**config.mk**
```make
export PLATFORM = sky130hd
export DESIGN_NAME = axi_lite_master_arbiter_flat
export DESIGN_NICKNAME = d
export VERILOG_FILES = /design/src/rtl/axi_lite_master_arbiter_if.sv /design/src/rtl/axi_lite_master_arbiter.sv /design/src/flat_wrapper.sv
export SDC_FILE = /design/constraint.sdc
export NUM_CORES = 1
export LEC_CHECK = 0
export BUFFER_PORTS_ARGS = -buffer_cell sky130_fd_sc_hd__buf_2
export CAP_MARGIN = 20
export CORE_MARGIN = 2
export CORE_UTILIZATION = 41
export CTS_CLUSTER_DIAMETER = 30
export DETAILED_ROUTE_END_ITERATION = 10
export PLACE_DENSITY = 0.75
export SETUP_SLACK_MARGIN = 0.15
export SLEW_MARGIN = 20
export SYNTH_ARGS = -nofsm -noshare
export SYNTH_HDL_FRONTEND = slang
export SYNTH_SLANG_ARGS = --single-unit
```
**constraint.sdc**
```tcl
create_clock -name m00_axi_aclk -period 2.7 [get_ports m00_axi_aclk]
set_input_delay 0.27 -clock m00_axi_aclk [delete_from_list [all_inputs] [get_ports m00_axi_aclk]]
set_output_delay 0.27 -clock m00_axi_aclk [all_outputs]
set_load 0.02 [all_outputs]
```
**src/rtl/axi_lite_master_arbiter_if.sv**
```systemverilog
// AXI4-Lite M00 bus bundle between the two-client arbiter (master) and the slave register bank.
// Slave address, write and read channels only; no prot signals.
interface axi_lite_master_arbiter_if #(
    parameter int unsigned DATA_W = 32,
    parameter int unsigned ADDR_W = 4
);
    localparam int unsigned STRB_W = DATA_W / 8;

    logic [ADDR_W-1:0] awaddr;
    logic              awvalid;
    logic              awready;
    logic [DATA_W-1:0] wdata;
    logic [STRB_W-1:0] wstrb;
    logic              wvalid;
    logic              wready;
    logic [1:0]        bresp;
    logic              bvalid;
    logic              bready;
    logic [ADDR_W-1:0] araddr;
    logic              arvalid;
    logic              arready;
    logic [DATA_W-1:0] rdata;
    logic [1:0]        rresp;
    logic              rvalid;
    logic              rready;

    modport master (
        output awaddr, awvalid, wdata, wstrb, wvalid, bready, araddr, arvalid, rready,
        input  awready, wready, bresp, bvalid, arready, rdata, rresp, rvalid
    );

    modport slave (
        input  awaddr, awvalid, wdata, wstrb, wvalid, bready, araddr, arvalid, rready,
        output awready, wready, bresp, bvalid, arready, rdata, rresp, rvalid
    );
endinterface

```
**src/rtl/axi_lite_master_arbiter.sv**
```systemverilog
// Round-robin arbiter letting two clients share one AXI4-Lite slave, one single-beat
// transaction in flight at a time; returns read data and a response error flag per client.
module axi_lite_master_arbiter #(
    parameter int unsigned C_M00_AXI_DATA_WIDTH = 32,
    parameter int unsigned C_M00_AXI_ADDR_WIDTH = 4
) (
    input  logic                                m00_axi_aclk,
    input  logic                                m00_axi_areset,
    input  logic [1:0]                          req_valid,
    input  logic [1:0]                          req_write,
    input  logic [2*C_M00_AXI_ADDR_WIDTH-1:0]   req_addr,
    input  logic [2*C_M00_AXI_DATA_WIDTH-1:0]   req_wdata,
    output logic [1:0]                          req_done,
    output logic [1:0]                          req_err,
    output logic [C_M00_AXI_DATA_WIDTH-1:0]     req_rdata,
    axi_lite_master_arbiter_if.master           m00_axi
);
    localparam int unsigned DW = C_M00_AXI_DATA_WIDTH;
    localparam int unsigned AW = C_M00_AXI_ADDR_WIDTH;

    localparam logic [2:0] S_IDLE  = 3'd0;
    localparam logic [2:0] S_WADDR = 3'd1;
    localparam logic [2:0] S_WRESP = 3'd2;
    localparam logic [2:0] S_RADDR = 3'd3;
    localparam logic [2:0] S_RDATA = 3'd4;
    localparam logic [2:0] S_DONE  = 3'd5;

    logic [2:0]    state_q, state_d;
    logic          grant_q, grant_d;
    logic          last_grant_q, last_grant_d;
    logic [AW-1:0] addr_q, addr_d;
    logic [DW-1:0] wdata_q, wdata_d;
    logic          awvalid_q, awvalid_d;
    logic          wvalid_q, wvalid_d;
    logic          bready_q, bready_d;
    logic          arvalid_q, arvalid_d;
    logic          rready_q, rready_d;
    logic [1:0]    done_q, done_d;
    logic [1:0]    err_q, err_d;
    logic [DW-1:0] rdata_q, rdata_d;

    // Arbitration: a tie goes to the client that was not served last.
    logic          pick_c;
    logic          pick_write_c;
    logic [AW-1:0] pick_addr_c;
    logic [DW-1:0] pick_wdata_c;
    logic          aw_ok_c;
    logic          w_ok_c;

    assign pick_c       = (&req_valid) ? ~last_grant_q : req_valid[1];
    assign pick_write_c = req_write[pick_c];
    assign pick_addr_c  = pick_c ? req_addr[AW +: AW]  : req_addr[0 +: AW];
    assign pick_wdata_c = pick_c ? req_wdata[DW +: DW] : req_wdata[0 +: DW];

    // An AW or W channel counts as finished once its valid has dropped or it handshakes now.
    assign aw_ok_c = ~awvalid_q | m00_axi.awready;
    assign w_ok_c  = ~wvalid_q  | m00_axi.wready;

    always_ff @(posedge m00_axi_aclk or posedge m00_axi_areset) begin
        if (m00_axi_areset) begin
            state_q      <= S_IDLE;
            grant_q      <= 1'b0;
            last_grant_q <= 1'b1;
            addr_q       <= '0;
            wdata_q      <= '0;
            awvalid_q    <= 1'b0;
            wvalid_q     <= 1'b0;
            bready_q     <= 1'b0;
            arvalid_q    <= 1'b0;
            rready_q     <= 1'b0;
            done_q       <= 2'b00;
            err_q        <= 2'b00;
            rdata_q      <= '0;
        end else begin
            state_q      <= state_d;
            grant_q      <= grant_d;
            last_grant_q <= last_grant_d;
            addr_q       <= addr_d;
            wdata_q      <= wdata_d;
            awvalid_q    <= awvalid_d;
            wvalid_q     <= wvalid_d;
            bready_q     <= bready_d;
            arvalid_q    <= arvalid_d;
            rready_q     <= rready_d;
            done_q       <= done_d;
            err_q        <= err_d;
            rdata_q      <= rdata_d;
        end
    end

    // Next state plus next value of every registered output.
    always_comb begin
        state_d      = state_q;
        grant_d      = grant_q;
        last_grant_d = last_grant_q;
        addr_d       = addr_q;
        wdata_d      = wdata_q;
        awvalid_d    = awvalid_q;
        wvalid_d     = wvalid_q;
        bready_d     = bready_q;
        arvalid_d    = arvalid_q;
        rready_d     = rready_q;
        done_d       = 2'b00;
        err_d        = 2'b00;
        rdata_d      = rdata_q;

        case (state_q)
            S_IDLE: begin
                if (|req_valid) begin
                    grant_d = pick_c;
                    addr_d  = pick_addr_c;
                    wdata_d = pick_wdata_c;
                    if (pick_write_c) begin
                        state_d   = S_WADDR;
                        awvalid_d = 1'b1;
                        wvalid_d  = 1'b1;
                    end else begin
                        state_d   = S_RADDR;
                        arvalid_d = 1'b1;
                    end
                end
            end

            S_WADDR: begin
                if (awvalid_q && m00_axi.awready) begin
                    awvalid_d = 1'b0;
                end
                if (wvalid_q && m00_axi.wready) begin
                    wvalid_d = 1'b0;
                end
                if (aw_ok_c && w_ok_c) begin
                    state_d  = S_WRESP;
                    bready_d = 1'b1;
                end
            end

            S_WRESP: begin
                if (m00_axi.bvalid) begin
                    state_d          = S_DONE;
                    bready_d         = 1'b0;
                    done_d[grant_q]  = 1'b1;
                    err_d[grant_q]   = |m00_axi.bresp;
                end
            end

            S_RADDR: begin
                if (m00_axi.arready) begin
                    state_d   = S_RDATA;
                    arvalid_d = 1'b0;
                    rready_d  = 1'b1;
                end
            end

            S_RDATA: begin
                if (m00_axi.rvalid) begin
                    state_d          = S_DONE;
                    rready_d         = 1'b0;
                    rdata_d          = m00_axi.rdata;
                    done_d[grant_q]  = 1'b1;
                    err_d[grant_q]   = |m00_axi.rresp;
                end
            end

            S_DONE: begin
                last_grant_d = grant_q;
                state_d      = S_IDLE;
            end

            default: begin
                state_d = S_IDLE;
            end
        endcase
    end

    assign req_done  = done_q;
    assign req_err   = err_q;
    assign req_rdata = rdata_q;

    assign m00_axi.awaddr  = addr_q;
    assign m00_axi.araddr  = addr_q;
    assign m00_axi.wdata   = wdata_q;
    assign m00_axi.wstrb   = '1;
    assign m00_axi.awvalid = awvalid_q;
    assign m00_axi.wvalid  = wvalid_q;
    assign m00_axi.bready  = bready_q;
    assign m00_axi.arvalid = arvalid_q;
    assign m00_axi.rready  = rready_q;
endmodule
```
**src/flat_wrapper.sv**
```systemverilog
// flat-port wrapper written by rule: the top's interface ports become plain ports
module axi_lite_master_arbiter_flat 
#(
    parameter int unsigned C_M00_AXI_DATA_WIDTH = 32,
    parameter int unsigned C_M00_AXI_ADDR_WIDTH = 4
)
  (m00_axi_aclk, m00_axi_areset, req_valid, req_write, req_addr, req_wdata, req_done, req_err, req_rdata, m00_axi_awaddr, m00_axi_awvalid, m00_axi_wdata, m00_axi_wstrb, m00_axi_wvalid, m00_axi_bready, m00_axi_araddr, m00_axi_arvalid, m00_axi_rready, m00_axi_awready, m00_axi_wready, m00_axi_bresp, m00_axi_bvalid, m00_axi_arready, m00_axi_rdata, m00_axi_rresp, m00_axi_rvalid);
  axi_lite_master_arbiter_if m00_axi_i ();
  input  logic m00_axi_aclk;
  input  logic m00_axi_areset;
  input  logic [1:0] req_valid;
  input  logic [1:0] req_write;
  input  logic [2*C_M00_AXI_ADDR_WIDTH-1:0] req_addr;
  input  logic [2*C_M00_AXI_DATA_WIDTH-1:0] req_wdata;
  output logic [1:0] req_done;
  output logic [1:0] req_err;
  output logic [C_M00_AXI_DATA_WIDTH-1:0] req_rdata;
  output wire logic [$bits(m00_axi_i.awaddr)-1:0] m00_axi_awaddr;
  output wire logic [$bits(m00_axi_i.awvalid)-1:0] m00_axi_awvalid;
  output wire logic [$bits(m00_axi_i.wdata)-1:0] m00_axi_wdata;
  output wire logic [$bits(m00_axi_i.wstrb)-1:0] m00_axi_wstrb;
  output wire logic [$bits(m00_axi_i.wvalid)-1:0] m00_axi_wvalid;
  output wire logic [$bits(m00_axi_i.bready)-1:0] m00_axi_bready;
  output wire logic [$bits(m00_axi_i.araddr)-1:0] m00_axi_araddr;
  output wire logic [$bits(m00_axi_i.arvalid)-1:0] m00_axi_arvalid;
  output wire logic [$bits(m00_axi_i.rready)-1:0] m00_axi_rready;
  input wire logic [$bits(m00_axi_i.awready)-1:0] m00_axi_awready;
  input wire logic [$bits(m00_axi_i.wready)-1:0] m00_axi_wready;
  input wire logic [$bits(m00_axi_i.bresp)-1:0] m00_axi_bresp;
  input wire logic [$bits(m00_axi_i.bvalid)-1:0] m00_axi_bvalid;
  input wire logic [$bits(m00_axi_i.arready)-1:0] m00_axi_arready;
  input wire logic [$bits(m00_axi_i.rdata)-1:0] m00_axi_rdata;
  input wire logic [$bits(m00_axi_i.rresp)-1:0] m00_axi_rresp;
  input wire logic [$bits(m00_axi_i.rvalid)-1:0] m00_axi_rvalid;
  assign m00_axi_awaddr = m00_axi_i.awaddr;
  assign m00_axi_awvalid = m00_axi_i.awvalid;
  assign m00_axi_wdata = m00_axi_i.wdata;
  assign m00_axi_wstrb = m00_axi_i.wstrb;
  assign m00_axi_wvalid = m00_axi_i.wvalid;
  assign m00_axi_bready = m00_axi_i.bready;
  assign m00_axi_araddr = m00_axi_i.araddr;
  assign m00_axi_arvalid = m00_axi_i.arvalid;
  assign m00_axi_rready = m00_axi_i.rready;
  assign m00_axi_i.awready = m00_axi_awready;
  assign m00_axi_i.wready = m00_axi_wready;
  assign m00_axi_i.bresp = m00_axi_bresp;
  assign m00_axi_i.bvalid = m00_axi_bvalid;
  assign m00_axi_i.arready = m00_axi_arready;
  assign m00_axi_i.rdata = m00_axi_rdata;
  assign m00_axi_i.rresp = m00_axi_rresp;
  assign m00_axi_i.rvalid = m00_axi_rvalid;
  axi_lite_master_arbiter #(.C_M00_AXI_DATA_WIDTH(C_M00_AXI_DATA_WIDTH), .C_M00_AXI_ADDR_WIDTH(C_M00_AXI_ADDR_WIDTH)) u_core (.m00_axi_aclk(m00_axi_aclk), .m00_axi_areset(m00_axi_areset), .req_valid(req_valid), .req_write(req_write), .req_addr(req_addr), .req_wdata(req_wdata), .req_done(req_done), .req_err(req_err), .req_rdata(req_rdata), .m00_axi(m00_axi_i));
endmodule
```
* Word-level counts from Yosys, hierarchy flattened
Cells that the tools add are included.
Storage, ports and cells: register bits 82, bits of input ports 119, output and inout port bits 85, logic and storage cells 94
Cells by class: $lt $le $gt $ge 3, eq/ne operators 14, muxes and demuxes 36, bitwise gates (word level) 7, reductions and logical operators 21
Operators by type and width (count):
- two-way mux 32 bit | 1
- two-way mux 1 bit | 15
- two-way mux 3 bit | 5
- case mux 3 bit (5 select lines) | 1
- AND reduction 4 bit | 3
- two-way mux 2 bit | 5
- inequality test 2 x 1 -> 1 bit, second input constant | 5
- case mux 1 bit (2 select lines) | 5
- inequality test 2 bit, second input constant | 4
- case mux 2 bit (2 select lines) | 2
- nonzero test 2 bit | 4
- == test 3 x 2 -> 1 bit, second input constant | 2
- == test 3 bit, second input constant | 2
- AND reduction 2 bit | 3
- AND reduction 3 bit | 2
- OR reduction 2 bit | 3
- AND reduction 5 bit | 1
- AND 2 bit | 2
- logical AND 1 bit | 4
- < comparator 1 x 2 -> 1 bit, second input constant | 2
- two-way mux 4 bit | 1
- == test 3 x 1 -> 1 bit, second input constant | 1
- zero test 3 bit | 1
- NOT 1 bit | 3
- 3 further kinds | 4

* Longest topological paths before layout
Gate-level depths: netlist of run 1.
depth in word-level cells 7, depth in mapped cells 6, mapped depth without buffers 4

* Least setup slack after synthesis of run 1
OpenSTA, ideal clock, no wires.
path kind register to register, from register u_core.state_q[1], to register u_core.state_q[0], library setup time 0.121 ns, arrival time 1.269 ns, required time 2.579 ns, path slack 1.311 ns, stages on the path, launching flop included 6, path buffers 1, clock period less this slack 1.389 ns, cell sequence dfrtp_1 > buf_6 > nor2_1 > a2bb2oi_2 > mux2_2 > a22o_1
Between the ends: word-level cells in the longest chain between the ends 3, elaborated cells between the ends (all ways) 12, classes of those cells 9 x eq/ne; 1 x mux; 2 x reduce/logical
Ends and longest elaborated chain:
- start: declaration | RTL line axi_lite_master_arbiter.sv:28 | logic [2:0] state_q, state_d;
- start signal: assignment | RTL line axi_lite_master_arbiter.sv:75 | state_q <= state_d;
- == test 3 x 1 -> 1 bit, or another cell as far along | RTL line axi_lite_master_arbiter.sv:107 | case (state_q)
- inequality test 2 x 1 -> 1 bit (no line) or inequality test 2 bit (tied branches)
- AND reduction 5 bit (no line)
Parallel ways exist; a longest one is shown, timed or not. A chain may end at the register's enable or synchronous reset.

* Worst setup path in the final report of run 1
from register u_core.state_q[2], to register u_core.rdata_q[5] (netlist: u_core.req_rdata[5])
Between the ends: word-level cells in the longest chain between the ends 2
Ends and longest elaborated chain:
- == test 3 bit | RTL line axi_lite_master_arbiter.sv:107
- AND reduction 2 bit (no line)
- end signal: assignment | RTL line axi_lite_master_arbiter.sv:87 | rdata_q <= rdata_d;
- end: declaration | RTL line axi_lite_master_arbiter.sv:40 | logic [DW-1:0] rdata_q, rdata_d;
Every way passes these cells.

==> results.cfg, run 1 <==
[place]
routabilityCongestion = 0.852
io_buffers = 199
hpwl_mm = 6.54

[synthesis]
ys_top_cells_by_count = 81 x dfrtp_1, 42 x nor2_1, 40 x a21oi_1
ys.warnings.count = 0
yosysUniqueCellTypes = 35
synth_cells = 308
synth_top_area_share_pct = 54.9
synth_edf_count = 0
async_flop_share_pct = 100
synth_area_leader_cell = dfrtp_1
yosys-top-cells-area = dfrtp_1 55%, mux2i_1 10%, mux2_2 9.5%
seq_area_frac_synth_pct = 55.6
synthFlopType = dfrtp_1
post-synth-top-count-cell = dfrtp_1
syn_area_per_cell_sq_um = 12.0
syn_area_sq_um = 3690
synth_seq_cells = 82

[cells_and_area]
areaGrowthSynthToFinish_pct = 32.9
drive_gt1_share_pct = 51.3
layout.nets = 619
antenna_cells = 0
nFillCells = 757

[clock_network]
post_cts_resized = 0
clk_latency_ns = 0.35
clkTransAtPathRegs_ns = 0.09
post_cts_buffers = 0
htreeDepth = 3
clockBufferDepth = 2
cts_root_buf = clkbuf_8
holdBufCountCts = 1
cts_buffers = 9
cts_sinks = 82
cts_tree = done

[timing]
slew_viol_final = 0
relSlewSlack_pct = 53.6
fin_hold_ws_ns = 0.0908
setup_viol = 0
worst_pin_slew_ns = 0.697
rsz0062_at_grt = false
max_freq_ghz = 0.539
finalClockSkew_ns = 0.0149
fin_tns_setup_ns = 0
period_needed_ns = 1.86
finalCritPeriodShare_pct = 68.7
hold_viol = 0

[worst_setup_path]
cp_slowest_cell = dfrtp_1
required_ns = 2.93
cp_max_fo = 32
critPathArrivalTime_ns = 2.08
cp-end-kind = flip-flop
critical_path_class = reg -> reg
worstPathCellList = nand2_1 -> nor3_4 -> buf_4 -> mux2_2
max_stage_delay_ns = 0.62
startpoint_type = flip-flop

[die]
core_area_sq_um = 8720
std_cell_rows = 34
dieArea_sq_um = 9780
die_h_um = 98.9
start_util_pct = 42.3
io_pins = 204
dieWidth_um = 98.9

[global_routing]
grt.met1_usage_pct = 19.9
gr-usage-met2_pct = 30.2
grt_antenna_before_repair = 0
grtUsageTotal_pct = 17.6
grt_busiest_layer = met2
gr-total-overflow = 0
first_global_vias = 3031
grt_max_degree = 76
grt_first_pass_wirelength_mm = 13.8
grtUsageMet3_pct = 6.88

[drt]
vias = 3000
wl_mm = 8.54
final_antenna_net_count = 0
dr.pass1.iters = 6
wl_per_cell_um = 13.9
vias_per_cell = 4.89
drtIter0Drc = 58
drcViolationCount = 0

[job]
maxCapViolCount = 0

[power_and_ir_drop]
p_switching_w = 0.00248
power.density_nw_per_um2 = 1170
swShare_pct = 43.2
p_clk_share_pct = 14.3
irDropWorstVdd_v = 0.000650
power.total_w = 0.00574
p_leak_nw = 2.45
p_int_w = 0.00326
power_frac_seq_pct = 38.8
p_comb_share_pct = 46.8

[outcome]
outcome = finished clean

[hold_path]
min_path_type = in -> reg
[worst max-delay path: cells and delay by family (launching register included)]
kind          cells  cell delay [ns]
mux               1             0.39
simple gates      2             0.34
buf+inv           1             0.38
flops             1             0.62
[cell type report]
cell class | instances | area, sq um | area share [%]
inverters | 4 | 16.3 | 0.331
multi-input cells | 198 | 1450 | 29.5
repair buffers | 205 | 1070 | 21.8
clock buffers | 10 | 138 | 2.80
flip-flops and latches | 82 | 2050 | 41.8
clock inverters | 6 | 48.8 | 0.994
well taps | 108 | 135 | 2.75
[placed cells by master (no fill, tap or decap), types with 2 or more instances in the layout]
master | Yosys | routed
mux2i_1 | 37 | 37
mux2_2 | 31 | 31
inv_6 | 0 | 3
buf_4 | 19 | 3
nor2_1 | 42 | 42
buf_2 | 6 | 199
clkbuf_8 | 0 | 10
o22ai_1 | 2 | 2
nor2b_1 | 4 | 4
dfrtp_1 | 81 | 81
a2bb2oi_1 | 3 | 3
inv_1 | 4 | 3
clkinvlp_4 | 0 | 3
nand2_1 | 5 | 5
a21oi_1 | 40 | 40
buf_12 | 0 | 2
o21ai_0 | 6 | 6
nor3b_1 | 2 | 2
mux2_1 | 4 | 4
nand3_1 | 2 | 2
conb_1 | 1 | 4
[sequential cells by signal, indices dropped and copies added (netlist names), 2 cells and up]
| name | flops |
|---|---|
| u_core.req_err | 2 |
| u_core.m00_axi.araddr | 4 |
| u_core.state_q | 3 |
| u_core.req_rdata | 32 |
| u_core.req_done | 2 |
| u_core.m00_axi.wdata | 32 |
[per-stage QoR]
step / instance area [sq um] / setup slack [ns] / std cells / utilization, %
6_report: 4910 / 0.845 / 613 / 56.3
5_1_grt: 4910 / 0.698 / 613 / 56.3
3_3_place_gp: 4710 / 0.913 / 596 / 54.0
2_1_floorplan: 3700 / 0.323 / 311 / -
3_5_place_dp: 4710 / 0.854 / 596 / 54.0
4_1_cts: 4910 / 0.849 / 613 / 56.3
[power by group through the flow]
| stage | clock network (W) | logic [W] | registers [W] |
|---|---|---|---|
| after CTS | 0.000862 | 0.00273 | 0.00224 |
| final | 0.000824 | 0.00269 | 0.00223 |
| after detailed placement | 0 | 0.00273 | 0.00225 |
| after floorplan | 0 | 0.00129 | 0.00283 |
| after global placement | 0 | 0.00264 | 0.00222 |
| after global routing | 0.000907 | 0.00293 | 0.00233 |
[metal layers]
| layer | wire length (um) | up-vias |
|---|---|---|
| met5 | 0 | - |
| met4 | 126 | 0 |
| met3 | 944 | 10 |
| met2 | 4210 | 154 |
| met1 | 3250 | 1394 |
| li1 | - | 1442 |
[cells by family (layout without fill, tap and decap cells)]
| group | Yosys count | after routing | share of synthesized area (%) |
|---|---|---|---|
| buffers and inverters | 31 | 225 | 5.69 |
| muxes | 72 | 72 | 20.7 |
| DFF | 82 | 82 | 55.6 |
| and+or+nand+nor | 63 | 63 | 8.61 |
| AOI/OAI and AO/OA | 59 | 59 | 9.29 |
| other | 1 | 4 | 0.102 |
[path summary, 6_finish.rpt]
check                                                 start                             endpoint  slack, ns  cells after the start
min in group asynchronous                    m00_axi_areset      u_core.req_rdata[0]$_DFFE_PP0P_       0.52                      3
max reg2reg                   u_core.state_q[2]$_DFFE_PP0P_      u_core.req_rdata[5]$_DFFE_PP0P_       0.84                      4
max                           u_core.state_q[2]$_DFFE_PP0P_      u_core.req_rdata[5]$_DFFE_PP0P_       0.84                      4
min                                         m00_axi_awready   u_core.m00_axi.awvalid$_DFFE_PP0P_       0.09                      2
max in group asynchronous                    m00_axi_areset  u_core.m00_axi.wdata[1]$_DFFE_PP0P_       1.28                      4
min reg2reg                u_core.req_rdata[30]$_DFFE_PP0P_     u_core.req_rdata[30]$_DFFE_PP0P_       0.49                      1
Power figures use the tool's default switching activity.
==> run 2: changes to the inputs <==
--- a/config.mk
+++ b/config.mk
@@ -5,13 +5,14 @@
 export SDC_FILE = /design/constraint.sdc
 export NUM_CORES = 1
 export LEC_CHECK = 0
+export ABC_AREA = 1
 export BUFFER_PORTS_ARGS = -buffer_cell sky130_fd_sc_hd__buf_2
 export CAP_MARGIN = 20
 export CORE_MARGIN = 2
 export CORE_UTILIZATION = 41
 export CTS_CLUSTER_DIAMETER = 30
 export DETAILED_ROUTE_END_ITERATION = 10
-export PLACE_DENSITY = 0.75
+export PLACE_DENSITY = 0.77
 export SETUP_SLACK_MARGIN = 0.15
 export SLEW_MARGIN = 20
 export SYNTH_ARGS = -nofsm -noshare
==> constraint.sdc (replaced) <==
create_clock -name m00_axi_aclk -period 1.6 [get_ports m00_axi_aclk]
set_input_delay 0.16 -clock m00_axi_aclk [delete_from_list [all_inputs] [get_ports m00_axi_aclk]]
set_output_delay 0.16 -clock m00_axi_aclk [all_outputs]
set_load 0.02 [all_outputs]
==> run 2 against run 1 <==
Effect of this change: sequential share of layout area is 5.0 points lower; setup slack worse by 0.68 ns; via count rose by 24%; clock power grew 120%; largest cell class unchanged; largest power group unchanged.
==> results.cfg, run 2 <==
[global_routing]
grt_first_pass_wirelength_mm = 15.1
grt_antenna_before_repair = 0
grtUsageTotal_pct = 18.4
grt_max_degree = 45
first_global_vias = 3273
gr-total-overflow = 0

[synthesis]
syn_area_per_cell_sq_um = 8.85
synth_top_area_share_pct = 51.7
syn_area_sq_um = 3920
async_flop_share_pct = 100
yosys-top-cells-area = dfrtp_1 52%, nand2_1 15%, o21ai_2 13%
synthFlopType = dfrtp_1
synth_seq_cells = 82
synth_cells = 443
ys.warnings.count = 0
ys_top_cells_by_count = 155 x nand2_1, 81 x dfrtp_1, 59 x o21ai_2
seq_area_frac_synth_pct = 52.3
synth_area_leader_cell = dfrtp_1
yosysUniqueCellTypes = 25
post-synth-top-count-cell = nand2_1
synth_edf_count = 0

[power_and_ir_drop]
power.density_nw_per_um2 = 2010
irDropWorstVdd_v = 0.00116
p_leak_nw = 3.01
power.total_w = 0.0112

[cells_and_area]
antenna_cells = 0
final_util_pct = 60.3
layout.nets = 774
final_area_sq_um = 5570
layout_commonest_cell = buf_2
areaGrowthSynthToFinish_pct = 42.0
drive_gt1_share_pct = 49.2
nFillCells = 817
final_cell_mix = 199 x buf_2, 152 x nand2_1, 80 x dfrtp_1, 60 x o21ai_2, 51 x nor2_1

[timing]
finalClockSkew_ns = 0.0111
max_freq_ghz = 0.696
relSlewSlack_pct = 64.1
setup_viol = 0
period_needed_ns = 1.44
fin_tns_setup_ns = 0
finalCritPeriodShare_pct = 89.9
worst_pin_slew_ns = 0.539
hold_viol = 0
slew_viol_final = 0
fin_ws_ns = 0.162
rsz0062_at_grt = true

[worst_setup_path]
cp_slowest_cell = dfrtp_1
max_stage_delay_ns = 0.52
critPathArrivalTime_ns = 1.66
critical_path_class = reg -> reg
required_ns = 1.82
worstPathCellList = nor2_1 -> nand3_1 -> nand3_1 -> nor2_1 -> nand2_1 -> nand2_1
startpoint_type = flip-flop
cp_max_fo = 9
rr_worst_depth = 6
cp-end-kind = flip-flop

[drt]
met1_length_mm = 4.58
drtIter0Drc = 94
wl_met2_mm = 5.24
wl_mm = 11.0
vias_per_cell = 4.70
wl_met3_mm = 1.04
maxUsedRoutingLayer = met4
wl_per_cell_um = 14.0
dr.pass1.iters = 4
vias = 3712
final_antenna_net_count = 0
drcViolationCount = 0

[clock_network]
cts_sinks = 82
cts_buffers = 9
clk_latency_ns = 0.34
cts_tree = done
clockBufferDepth = 2
htreeDepth = 3
cts_root_buf = clkbuf_8
clkTransAtPathRegs_ns = 0.09

[die]
core_area_sq_um = 9240
dieArea_sq_um = 10400
io_pins = 204
dieWidth_um = 102
std_cell_rows = 35
start_util_pct = 42.5
die_h_um = 102

[hold_path]
holdPathStages = 3
min_path_type = in -> reg

[place]
hpwl_mm = 7.19
io_buffers = 199
routabilityCongestion = 0.933
place_area_sq_um = 4950
post-place-ws_ns = 0.0121

[outcome]
outcome = finished clean

[job]
maxCapViolCount = 0
## run 2: changes by cell type after synthesis, moves of 31 or more
cell     change
mux2_2      -31
o21ai_2     +59
nand2_1    +150
mux2i_1     -37
a21oi_1     -37
## run 2: final cells by class
class | instances | area (sq um) | area share, %
sequential | 82 | 2050 | 36.9
multi-input combinational | 317 | 1630 | 29.2
timing repair buffer | 227 | 1370 | 24.7
tap | 129 | 161 | 2.90
clock buffer | 9 | 124 | 2.22
clock inverter | 7 | 124 | 2.22
inverter | 18 | 108 | 1.93
## run 2: worst max-delay path, delay by kind of cell, from the launching register on
family,cells,cell delay [ns]
flip-flops,1,0.52
AND/OR/NAND/NOR,6,0.80
## run 2: worst paths after layout
path,startpoint,endpoint,slack (ns)
max in group asynchronous,m00_axi_areset,u_core.state_q[0]$_DFFE_PP0P_,0.66
min in group asynchronous,m00_axi_areset,u_core.m00_axi.wdata[30]$_DFFE_PP0P_,0.51
worst min-delay path,m00_axi_rdata[5],u_core.req_rdata[5]$_DFFE_PP0P_,0.03
worst min register to register,u_core.req_rdata[17]$_DFFE_PP0P_,u_core.req_rdata[17]$_DFFE_PP0P_,0.47
worst max register to register,u_core.state_q[2]$_DFFE_PP0P_,u_core.state_q[0]$_DFFE_PP0P_,0.16
worst max-delay path,u_core.state_q[2]$_DFFE_PP0P_,u_core.state_q[0]$_DFFE_PP0P_,0.16
## run 2: through the flow
stage	hold slack, ns	cells
2_1_floorplan	0.277	446
3_3_place_gp	0.338	752
3_5_place_dp	0.341	752
4_1_cts	0.00532	773
5_1_grt	0.00324	789
6_report	0.0260	789
## run 2: timing repair
item	in CTS	in global routing
pin swaps	0	5
hold buffers	5	0
gates cloned	0	7
buffers inserted	0	9
hold endpoints to repair	71	0
gates resized for setup	5	25
setup endpoints to repair	35	48
## run 2: metal layers
layer / GRT usage [%] / vias to the layer above
li1: - / 1809
met1: 22.1 / 1703
met2: 31.5 / 186
met3: 5.95 / 14
met4: 5.85 / 0
met5: 0 / -
## run 2: cells by family after synthesis
logic type             Yosys count  synth area share (%)
DFF                             82                  52.3
other                            1                0.0956
AOI/OAI and AO/OA               79                  15.9
and+or+nand+nor                234                  24.3
buffers and inverters           47                  7.40
## run 2: power breakdown
part | total, W | internal [W] | leakage [nW] | switching [W]
combinational | 0.00574 | 0.00218 | 1.88 | 0.00355
clock | 0.00183 | 0.00105 | 0.120 | 0.000779
sequential | 0.00362 | 0.00304 | 1.01 | 0.000577
total | 0.0112 | 0.00627 | 3.01 | 0.00491
==> run 3: changes to the inputs <==
--- a/config.mk
+++ b/config.mk
@@ -13,6 +13,7 @@
 export CTS_CLUSTER_DIAMETER = 30
 export DETAILED_ROUTE_END_ITERATION = 10
 export PLACE_DENSITY = 0.77
+export RECOVER_POWER = 25
 export SETUP_SLACK_MARGIN = 0.15
 export SLEW_MARGIN = 20
 export SYNTH_ARGS = -nofsm -noshare
==> run 3 against run 2 <==
Effect of this change: maximum frequency about the same; via count is essentially flat; die area unchanged; clock power about the same; sequential power about the same; sequential cell count unchanged; largest power group unchanged.
==> results.cfg, run 3 (synthesis gave the netlist of run 2 again) <==
[outcome]
outcome = finished clean

[cells_and_area]
final_area_sq_um = 5570
areaGrowthSynthToFinish_pct = 41.9
drive_gt1_share_pct = 49.1
layout_commonest_cell = buf_2
final_cell_mix = 198 x buf_2, 152 x nand2_1, 80 x dfrtp_1, 60 x o21ai_2, 51 x nor2_1
antenna_cells = 0
stdcell_count = 789
layout.nets = 774
final_util_pct = 60.2

[place]
io_buffers = 199
place_area_sq_um = 4950
hpwl_mm = 7.19
routabilityCongestion = 0.933
placed_cells = 752
post-place-ws_ns = 0.0121

[global_routing]
first_global_vias = 3273
grt_antenna_before_repair = 0
gr-total-overflow = 0
grt_first_pass_wirelength_mm = 15.1
grtUsageTotal_pct = 18.4
grt_max_degree = 45

[clock_network]
clk_latency_ns = 0.34
cts_tree = done
cts_buffers = 9
htreeDepth = 3
clkTransAtPathRegs_ns = 0.09
cts_sinks = 82
cts_root_buf = clkbuf_8
clockBufferDepth = 2

[worst_setup_path]
max_stage_delay_ns = 0.52
crit_family = simple AND/OR/NAND/NOR gates
startpoint_type = flip-flop
cp_slowest_cell = dfrtp_1
required_ns = 1.82
worstPathCellList = nor2_1 -> nand3_1 -> nand3_1 -> nor2_1 -> nand2_1 -> nand2_1
critical_path_class = reg -> reg
cp-end-kind = flip-flop
critPathBufInv = 0
critPathArrivalTime_ns = 1.66
cp_max_fo = 9

[power_and_ir_drop]
power.density_nw_per_um2 = 2010
p_leak_nw = 3.01
irDropWorstVdd_v = 0.00116

[timing]
relSlewSlack_pct = 36.1
max_freq_ghz = 0.696
setup_viol = 0
fin_tns_setup_ns = 0
fin_ws_ns = 0.162
finalClockSkew_ns = 0.0111
finalCritPeriodShare_pct = 89.9
worst_pin_slew_ns = 0.958
hold_viol = 0
slew_viol_final = 0
period_needed_ns = 1.44
rsz0062_at_grt = true

[die]
die_h_um = 102
dieArea_sq_um = 10400
core_area_sq_um = 9240
std_cell_rows = 35
start_util_pct = 42.5
io_pins = 204
dieWidth_um = 102

[drt]
drtIter0Drc = 93
dr.pass1.iters = 4
vias = 3711
wl_mm = 11.0
wl_per_cell_um = 14.0
final_antenna_net_count = 0
vias_per_cell = 4.70
drcViolationCount = 0

[job]
maxCapViolCount = 0

[hold_path]
min_path_type = in -> reg
-- run 3: changes by cell type in the layout (fill, tap and decap cells not counted) --
cell | previous run | this run
buf_2 | 199 | 198
clkbuf_1 | 0 | 1
clkbuf_2 | 0 | 1
buf_4 | 9 | 8
-- run 3: layer usage --
layer | routed length (um) | vias to the layer above | part of all wire (%) | track usage [%]
li1 | - | 1809 | - | -
met1 | 4580 | 1702 | 42 | 22.1
met2 | 5240 | 186 | 47 | 31.5
met3 | 1040 | 14 | 9.4 | 5.95
met4 | 178 | 0 | 1.6 | 5.85
met5 | 0 | - | 0 | 0
-- run 3: layout make-up --
cell class                 instances  area [sq um]
multi-input combinational        317          1630
timing repair buffer             227          1370
inverter                          18           108
fill                             819          3670
clock buffer                       9           124
sequential                        82          2050
tap                              129           161
clock inverter                     7           124
-- run 3: path summary, 6_finish.rpt --
check | startpoint | to | slack [ns] | cells past startpoint
worst max-delay path | u_core.state_q[2]$_DFFE_PP0P_ | u_core.state_q[0]$_DFFE_PP0P_ | 0.16 | 6
worst min-delay path | m00_axi_rdata[5] | u_core.req_rdata[5]$_DFFE_PP0P_ | 0.03 | 3
worst max register to register | u_core.state_q[2]$_DFFE_PP0P_ | u_core.state_q[0]$_DFFE_PP0P_ | 0.16 | 6
worst min register to register | u_core.req_rdata[17]$_DFFE_PP0P_ | u_core.req_rdata[17]$_DFFE_PP0P_ | 0.47 | 2
max in group asynchronous | m00_axi_areset | u_core.m00_axi.wdata[19]$_DFFE_PP0P_ | 0.31 | 4
min in group asynchronous | m00_axi_areset | u_core.req_rdata[3]$_DFFE_PP0P_ | 0.53 | 4
-- run 3: metrics by stage --
stage | total power, W | hold WS, ns
global placement | 0.00856 | 0.338
floorplan | 0.00725 | 0.277
finish | 0.0112 | 0.0261
detailed placement | 0.00869 | 0.341
CTS | 0.0106 | 0.00532
global route | 0.0119 | 0.00324
-- run 3: timing repair --
item | CTS | global route
hold buffers | 5 | 0
setup buffers | 0 | 9
pin swaps | 0 | 5
gates resized for setup | 5 | 25
hold endpoints to repair | 71 | 0
setup endpoints to repair | 35 | 48
gates cloned | 0 | 7
-- run 3: worst register-to-register path, delay by kind of cell, from the launching register on --
kind             cells  cell delay (ns)
flip-flops           1             0.52
AND/OR/NAND/NOR      6             0.80
-- run 3: power by group --
part	switching [W]	internal (W)
Combinational	0.00355	0.00218
Sequential	0.000577	0.00304
Clock	0.000779	0.00105
Total	0.00491	0.00627
